<file path="config.mk">
export PLATFORM = sky130hd
export DESIGN_NAME = led_pattern_sched
export DESIGN_NICKNAME = d
export VERILOG_FILES = /design/src/rtl/led_pattern_sched.sv
export SDC_FILE = /design/constraint.sdc
export NUM_CORES = 1
export LEC_CHECK = 0
export CORE_MARGIN = 2
export CORE_UTILIZATION = 50
export CTS_BUF_LIST = sky130_fd_sc_hd__clkbuf_16
export CTS_CLUSTER_SIZE = 16
export DETAILED_ROUTE_END_ITERATION = 10
export DONT_BUFFER_PORTS = 1
export HOLD_SLACK_MARGIN = 0.08
export PLACE_DENSITY = 0.66
export SETUP_SLACK_MARGIN = 0.2
export SLEW_MARGIN = 20
export SYNTH_ARGS = -nofsm -noshare
export SYNTH_HDL_FRONTEND = slang
export SYNTH_SLANG_ARGS = --single-unit
</file>
<file path="constraint.sdc">
create_clock -name clk50m -period 3.1 [get_ports clk50m]
set_input_delay 0.62 -clock clk50m [delete_from_list [all_inputs] [get_ports clk50m]]
set_output_delay 0.62 -clock clk50m [all_outputs]
set_load 0.01 [all_outputs]
</file>
<file path="src/rtl/led_pattern_sched.sv">
// led_pattern_sched
// Run/pause/stop sequencer for the 8-LED bank. Steps a pattern (rotate left,
// rotate right, ping-pong, bar-fill) once every eff_period cycles while
// running. Mode and step period are reprogrammed through a valid/ready
// config port that is only open while the bank is not running.
//
// Ports:
//   clk50m     - system clock
//   rst        - synchronous reset, active-high
//   start      - pulse: IDLE->RUN (load initial pattern) or PAUSE->RUN (resume)
//   pause      - pulse: RUN->PAUSE
//   stop       - pulse: any state->IDLE
//   cfg_valid  - config request
//   cfg_mode   - 0 shl, 1 shr, 2 ping-pong, 3 bar-fill
//   cfg_period - step period in cycles (0 behaves as 1)
//   cfg_ready  - registered, high in IDLE and PAUSE
//   led        - registered LED drive, 1 = on
//   step_pulse - high in the first cycle a stepped pattern shows on led
//   state_o    - 0 IDLE, 1 RUN, 2 PAUSE
module led_pattern_sched #(
   parameter int STEP_CYCLES = 10_000_000,
   parameter int CNT_W       = 30
) (
   input  logic             clk50m,
   input  logic             rst,
   input  logic             start,
   input  logic             pause,
   input  logic             stop,
   input  logic             cfg_valid,
   input  logic [1:0]       cfg_mode,
   input  logic [CNT_W-1:0] cfg_period,
   output logic             cfg_ready,
   output logic [7:0]       led,
   output logic             step_pulse,
   output logic [1:0]       state_o
);

   typedef enum logic [1:0] {
      IDLE  = 2'd0,
      RUN   = 2'd1,
      PAUSE = 2'd2
   } state_t;

   state_t           state_q, state_d;
   logic [7:0]       led_d;
   logic             pulse_d;
   logic             ready_d;
   logic [1:0]       mode_q, mode_d;
   logic [CNT_W-1:0] period_q, period_d;
   logic [CNT_W-1:0] cnt_q, cnt_d;
   logic             dir_up_q, dir_up_d;

   logic             xfer;
   logic [CNT_W-1:0] last_cnt;
   logic [7:0]       init_pat;
   logic [7:0]       nxt_pat;
   logic             nxt_dir;

   assign xfer     = cfg_valid && cfg_ready;
   assign last_cnt = (period_q == '0) ? '0 : period_q - CNT_W'(1);

   // Initial pattern is taken from the mode that will be in effect after this
   // edge, so a config accepted in the same cycle as start/resume applies.
   always_comb begin
      init_pat = 8'h01;
      if (mode_d == 2'd1) init_pat = 8'h80;
   end

   always_comb begin
      nxt_pat = led;
      nxt_dir = dir_up_q;
      case (mode_q)
         2'd0: nxt_pat = {led[6:0], led[7]};
         2'd1: nxt_pat = {led[0], led[7:1]};
         2'd2: begin
            // Direction flips on arrival at an end so the end value is not repeated.
            if (dir_up_q) begin
               nxt_pat = {led[6:0], 1'b0};
               if (nxt_pat == 8'h80) nxt_dir = 1'b0;
            end else begin
               nxt_pat = {1'b0, led[7:1]};
               if (nxt_pat == 8'h01) nxt_dir = 1'b1;
            end
         end
         default: nxt_pat = (led == 8'hFF) ? 8'h00 : {led[6:0], 1'b1};
      endcase
   end

   always_comb begin
      state_d  = state_q;
      led_d    = led;
      pulse_d  = 1'b0;
      mode_d   = xfer ? cfg_mode : mode_q;
      period_d = xfer ? cfg_period : period_q;
      cnt_d    = xfer ? '0 : cnt_q;
      dir_up_d = dir_up_q;

      if (stop) begin
         state_d  = IDLE;
         led_d    = 8'h00;
         cnt_d    = '0;
         dir_up_d = 1'b1;
      end else begin
         case (state_q)
            RUN: begin
               if (pause) begin
                  state_d = PAUSE;
               end else if (cnt_q == last_cnt) begin
                  cnt_d    = '0;
                  led_d    = nxt_pat;
                  dir_up_d = nxt_dir;
                  pulse_d  = 1'b1;
               end else begin
                  cnt_d = cnt_q + CNT_W'(1);
               end
            end
            PAUSE: begin
               if (xfer) begin
                  led_d    = init_pat;
                  dir_up_d = 1'b1;
               end
               if (start) state_d = RUN;
            end
            IDLE: begin
               if (start) begin
                  state_d  = RUN;
                  led_d    = init_pat;
                  cnt_d    = '0;
                  dir_up_d = 1'b1;
               end
            end
            default: begin
               state_d  = IDLE;
               led_d    = 8'h00;
               cnt_d    = '0;
               dir_up_d = 1'b1;
            end
         endcase
      end

      ready_d = (state_d != RUN);
   end

   always_ff @(posedge clk50m) begin
      if (rst) begin
         state_q    <= IDLE;
         led        <= 8'h00;
         step_pulse <= 1'b0;
         cfg_ready  <= 1'b1;
         mode_q     <= 2'd0;
         period_q   <= CNT_W'(STEP_CYCLES);
         cnt_q      <= '0;
         dir_up_q   <= 1'b1;
      end else begin
         state_q    <= state_d;
         led        <= led_d;
         step_pulse <= pulse_d;
         cfg_ready  <= ready_d;
         mode_q     <= mode_d;
         period_q   <= period_d;
         cnt_q      <= cnt_d;
         dir_up_q   <= dir_up_d;
      end
   end

   assign state_o = state_q;

endmodule

</file>
==> results of run 1 <==
## area by class of cell
class                   count  share of cell area, %
well taps                 136                   2.62
inverters                  13                  0.751
clock inverters             7                   1.64
multi-input cells         569                   56.8
flip-flops and latches     75                   23.4
clock buffers               9                   3.47
repair buffers             86                   11.3
## kinds of logic after synthesis
kind of cell	after synthesis	synth area share (%)
simple gates	383	38.2
fa+ha+maj	2	0.480
compound gates	140	18.3
mux	23	4.58
xor+xnor	20	4.15
buf+inv	67	5.57
flops	75	28.8
## placed cells by master (no fill, tap or decap), types with 6 or more instances in the layout
cell	instances
nand2_1	142
buf_4	76
dfxtp_1	69
nor2_1	39
a21oi_1	36
nand3_1	32
nor3_1	25
nand4_1	22
mux2i_1	16
o21ai_0	14
and3_1	13
xnor2_1	12
nor4_1	12
inv_1	12
a31oi_1	12
or3_1	10
nand3b_1	10
nor2b_1	9
clkbuf_16	9
and2_1	8
o31ai_1	8
o21ai_1	7
mux2_2	7
nor4_2	6
o21ai_2	6
or4_1	6
## worst register-to-register path, stage by stage (launching register included)
cell,delay [ns]
dfxtp_2,0.31
or4_1,0.51
or4_4,0.54
or2_4,0.29
buf_6,0.14
or3_1,0.32
a32oi_2,0.32
nand4_4,0.18
buf_12,0.18
buf_16,0.13
nand4_1,0.07
o311ai_1,0.10
## power by group through the flow
stage	logic [µW]	clock network, µW	registers [µW]
2_1_floorplan	241	0	1040
3_5_place_dp	371	0	1040
4_1_cts	402	1190	1020
3_3_place_gp	363	0	1040
5_1_grt	446	1230	1020
6_report	408	1180	1020
## per-stage QoR
step	hold slack [ns]	util, %	TNS [ns]
5_1_grt	0.334	63.5	-8.56
3_5_place_dp	0.494	56.4	-9.01
2_1_floorplan	0.455	-	-5.81
6_report	0.340	63.5	-3.01
3_3_place_gp	0.483	56.4	-6.90
4_1_cts	0.336	63.2	-2.11
## repair_timing
| item | CTS | global route |
|---|---|---|
| gates cloned | 3 | 0 |
| endpoints found under the hold margin | 0 | 0 |
| gates resized for setup | 60 | 5 |
| pin swaps | 19 | 1 |
| buffers inserted | 8 | 0 |
| endpoints found under the setup margin | 40 | 40 |
## worst paths after layout
kind / from / to / slack, ns / depth (start not counted)
max: period_q[29]$_SDFFE_PP0P_ / cnt_q[22]$_SDFF_PP0_ / -0.12 / 11
min: rst / period_q[26]$_SDFFE_PP0P_ / 0.34 / 1
min reg2reg: period_q[1]$_SDFFE_PP0P_ / period_q[1]$_SDFFE_PP0P_ / 0.50 / 2
max reg2reg: period_q[29]$_SDFFE_PP0P_ / cnt_q[22]$_SDFF_PP0_ / -0.12 / 11
## registers in the layout, indices dropped and copies added, names as in the netlist
| signal | count |
|---|---|
| mode_q | 2 |
| step_pulse | 1 |
| state_o | 2 |
| dir_up_q | 1 |
| cfg_ready | 1 |
| period_q | 30 |
| cnt_q | 30 |
| led | 8 |
## routing by layer
metal  up-vias  global-route usage, %  routed length, µm
li1       2678                      -                  -
met1      2696                   39.9               7080
met2       236                   45.0               7260
met3        47                   4.54               1110
met4         0                   13.0                484
met5         -                      0                  0
==> qor.yml, run 1 <==
grt:
  grt_pass1_wl_mm: 26.5
  grt-ovfl-total: 0
  track_usage_pct: 29.1
  grt_pass1_vias: 5446
  grt_start_max_net_pins: 38
  antenna_found_initial: 0
sta:
  finalWorstSetupSlack_ns: -0.121
  hold_viol: 0
  slew_headroom_pct: 46.8
  tightest_slew_ns: 0.792
  finalSetupViolations: 39
  period_needed_ns: 3.22
  fmax_mhz: 310
  rsz0062_at_grt: "true"
  period_share_pct: 104
  finalMaxSlewViolations: 0
  skew_ns: 0.00656
clock_tree:
  h-tree-depth: 3
  cts_hold_buf: 0
  path_clk_slew_ns: 0.06
  cts_made_buffers: 9
  cts_buffer_depth: 2
  clock_sink_count: 75
  clk_latency_ns: 0.34
  clockRootBuffer: "clkbuf_16"
  cts_tree: "done"
pwr:
  power_uw: 2610
  clkPwrFrac_pct: 45.2
  peakVddDrop_uv: 244
  internal_power_uw: 1960
  power_switching_uw: 649
  powerDensity_mw_per_mm2: 402
  p_leak_uw: 0.00238
  power_frac_seq_pct: 39.1
  power_frac_comb_pct: 15.6
  p_sw_share_pct: 24.9
job:
  maxCapViolations: 0
placement:
  dpl.cell_count: 868
  place_hpwl_mm: 11.4
  dpl_cell_area_mm2: 0.00577
  numPortBuffers: 0
  post-place-ws_ns: -0.313
  place_congestion: 0.892
synthesis:
  synth_ff_type: "dfxtp_1"
  synthesis.nets: 750
  synth_edf_count: 0
  ys_ff_latch: 75
  synth_common_cells: "nand2_1, dfxtp_1, clkbuf_1, nor2_1, a21oi_1"
  synthTopCellsByArea: "dfxtp_1, nand2_1, a21oi_1"
  syn_inst: 710
  synthesis.area_mm2: 0.00521
  synth_top_area_share_pct: 28.8
  yosysSeqAreaShare_pct: 28.8
  avgSynthCellArea_um2: 7.34
  synth_cell_types: 73
  yosysTopAreaCell: "dfxtp_1"
  yosysMostFrequentCell: "nand2_1"
  synth_async_sr_flop_share_pct: 0
  yosys_warnings: 0
floorplanning:
  rows: 37
  dieArea_mm2: 0.0113
  die_x_um: 106
  die_h_um: 106
  ios: 50
  core-area_mm2: 0.0102
  initial_core_util_pct: 51.0
detailed_routing:
  vias: 5657
  post_drt_via_cell_ratio: 6.32
  ant_nets: 0
  wl_per_cell_um: 17.8
  drc: 0
  dr.pass1.iters: 5
  wl_mm: 15.9
  drt_iter0_drc: 498
run_status:
  status: "finished with violations"
  failed_checks: "setup timing"
finish:
  nets: 794
  fill_cells: 896
  register_area_mm2: 0.00152
  multi_input_area_mm2: 0.00369
  final_cell_area_mm2: 0.00649
  area_growth_syn_to_layout_pct: 24.6
  num_antenna_cells: 0
  drive_gt1_share_pct: 22.9
  fin_cells: 895
critical_path:
  cp-start-kind: "register"
  path_cells: "or4_1, or4_4, or2_4, buf_6, or3_1, a32oi_2, nand4_4, buf_12, buf_16, nand4_1, o311ai_1"
  critPathArrivalTime_ns: 3.43
  cp_num_buf_inv: 3
  cp.required_ns: 3.31
  path_class: "register to register"
  worstSetupEndpointType: "register"
  critPathMaxStageDelay_ns: 0.54
  critical_path.top_delay_family: "simple AND/OR/NAND/NOR gates"
  cp_slowest_cell: "or4_4"
  cp_max_fo: 7
hold_path:
  hold_path_class: "input port to register"
No activity file was read; power rests on OpenSTA's default activity.
==> run 2, diff against run 1 <==
--- a/config.mk
+++ b/config.mk
@@ -5,6 +5,7 @@
 export SDC_FILE = /design/constraint.sdc
 export NUM_CORES = 1
 export LEC_CHECK = 0
+export CORE_ASPECT_RATIO = 2
 export CORE_MARGIN = 2
 export CORE_UTILIZATION = 50
 export CTS_BUF_LIST = sky130_fd_sc_hd__clkbuf_16
==> qor.yml, run 2 (synthesized netlist as in run 1, its figures left out) <==
critical_path:
  cp-start-kind: "register"
  cp.required_ns: 3.32
  cp_max_fo: 7
  path_class: "register to register"
  critPathArrivalTime_ns: 3.65
  reg2regPathDepth: 11
  worstSetupEndpointType: "register"
finish:
  multi_input_area_mm2: 0.00379
  drive_gt1_share_pct: 25.7
  final_cell_mix: "nand2_1, buf_4, dfxtp_1"
  final_common_cell: "nand2_1"
  num_antenna_cells: 0
  utilization_pct: 66.1
  final_cell_area_mm2: 0.00671
  fill_cells: 850
  top_regs: "cnt_q (30), period_q (30), led (8)"
  nets: 812
  area_growth_syn_to_layout_pct: 28.7
  register_area_mm2: 0.00152
detailed_routing:
  dr.pass1.iters: 7
  vias: 5828
  drc: 0
  drt_iter0_drc: 427
  ant_nets: 0
  wl_per_cell_um: 19.7
  wl_mm: 17.9
  post_drt_via_cell_ratio: 6.39
floorplanning:
  dieArea_mm2: 0.0113
  ios: 50
  rows: 52
  initial_core_util_pct: 51.4
  die_h_um: 148
  core-area_mm2: 0.0101
  die_x_um: 76.2
sta:
  period_needed_ns: 3.43
  skew_ns: 0.00846
  slew_headroom_pct: 45.2
  finalMaxSlewViolations: 0
  tightest_slew_ns: 0.816
  fmax_mhz: 291
  rsz0062_at_grt: "true"
  finalSetupViolations: 40
  period_share_pct: 111
  hold_viol: 0
  finalWorstSetupSlack_ns: -0.335
grt:
  grt-ovfl-total: 0
  grt_start_max_net_pins: 37
  track_usage_pct: 30.8
  antenna_found_initial: 0
  grt_pass1_wl_mm: 28.1
  grt_pass1_vias: 5764
hold_path:
  hold_path_class: "input port to register"
  worstHoldPathCells: 1
job:
  maxCapViolations: 0
placement:
  place_hpwl_mm: 12.6
  place_congestion: 0.941
  numPortBuffers: 0
  dpl_cell_area_mm2: 0.00582
clock_tree:
  cts_buffer_depth: 2
  h-tree-depth: 3
  clk_latency_ns: 0.34
  cts_made_buffers: 9
  clockRootBuffer: "clkbuf_16"
  cts_hold_buf: 0
  cts_tree: "done"
  clock_sink_count: 75
  path_clk_slew_ns: 0.06
pwr:
  powerDensity_mw_per_mm2: 379
  p_leak_uw: 0.00246
  peakVddDrop_uv: 391
run_status:
  failed_checks: "setup timing"
  status: "finished with violations"
-- run 2: metrics by stage --
step | TNS (ns) | instances | setup slack [ns] | total power [µW] | hold WS (ns)
after detailed placement | -7.93 | 875 | -0.274 | 1420 | 0.458
after CTS | -4.52 | 910 | -0.169 | 2530 | 0.331
after global placement | -6.92 | 875 | -0.242 | 1410 | 0.452
after floorplan | -5.81 | 710 | -0.191 | 1280 | 0.455
after global routing | -10.14 | 912 | -0.355 | 2630 | 0.328
final | -8.58 | 912 | -0.335 | 2540 | 0.331
-- run 2: final timing paths --
check	from	to	slack [ns]
setup reg to reg	period_q[29]$_SDFFE_PP0P_	cnt_q[17]$_SDFF_PP0_	-0.33
hold / removal	rst	period_q[29]$_SDFFE_PP0P_	0.33
setup / recovery	period_q[29]$_SDFFE_PP0P_	cnt_q[17]$_SDFF_PP0_	-0.33
hold reg to reg	period_q[4]$_SDFFE_PP0P_	period_q[4]$_SDFFE_PP0P_	0.46
-- run 2: report_power, final --
part | switching (µW) | total [µW] | internal [µW]
logic | 241 | 455 | 214
registers | 27.1 | 1020 | 992
clock network | 441 | 1070 | 628
-- run 2: per-layer routing --
| layer | vias up | global-route usage (%) | wire (µm) | share of wire, % |
|---|---|---|---|---|
| met3 | 93 | 5.58 | 1010 | 5.6 |
| met5 | - | 0 | 0 | 0 |
| met4 | 0 | 24.9 | 1330 | 7.4 |
| met2 | 265 | 56.8 | 9540 | 53 |
| met1 | 2766 | 29.2 | 6060 | 34 |
| li1 | 2704 | - | - | - |
-- run 2: layout make-up --
| cell class | instances | area share, % |
|---|---|---|
| Multi-Input combinational cell | 569 | 56.6 |
| Sequential cell | 75 | 22.6 |
| Timing Repair Buffer | 104 | 13.1 |
| Clock buffer | 9 | 3.36 |
| Tap cell | 135 | 2.52 |
| Clock inverter | 7 | 1.12 |
| Inverter | 13 | 0.764 |
-- run 2: critical path, cell delays in order (launching register included) --
cell	delay (ns)
dfxtp_2	0.32
or4_1	0.51
or4_4	0.52
or2_4	0.32
buf_16	0.16
a211o_1	0.29
a311oi_4	0.38
nand4_2	0.17
buf_8	0.19
buf_8	0.14
a31oi_1	0.21
o21ai_1	0.10
-- run 2: timing repair --
action | CTS | global route
gates resized for setup | 46 | 36
setup buffers | 16 | 2
gates cloned | 3 | 0
setup endpoints to repair | 40 | 40
pin swaps | 19 | 22
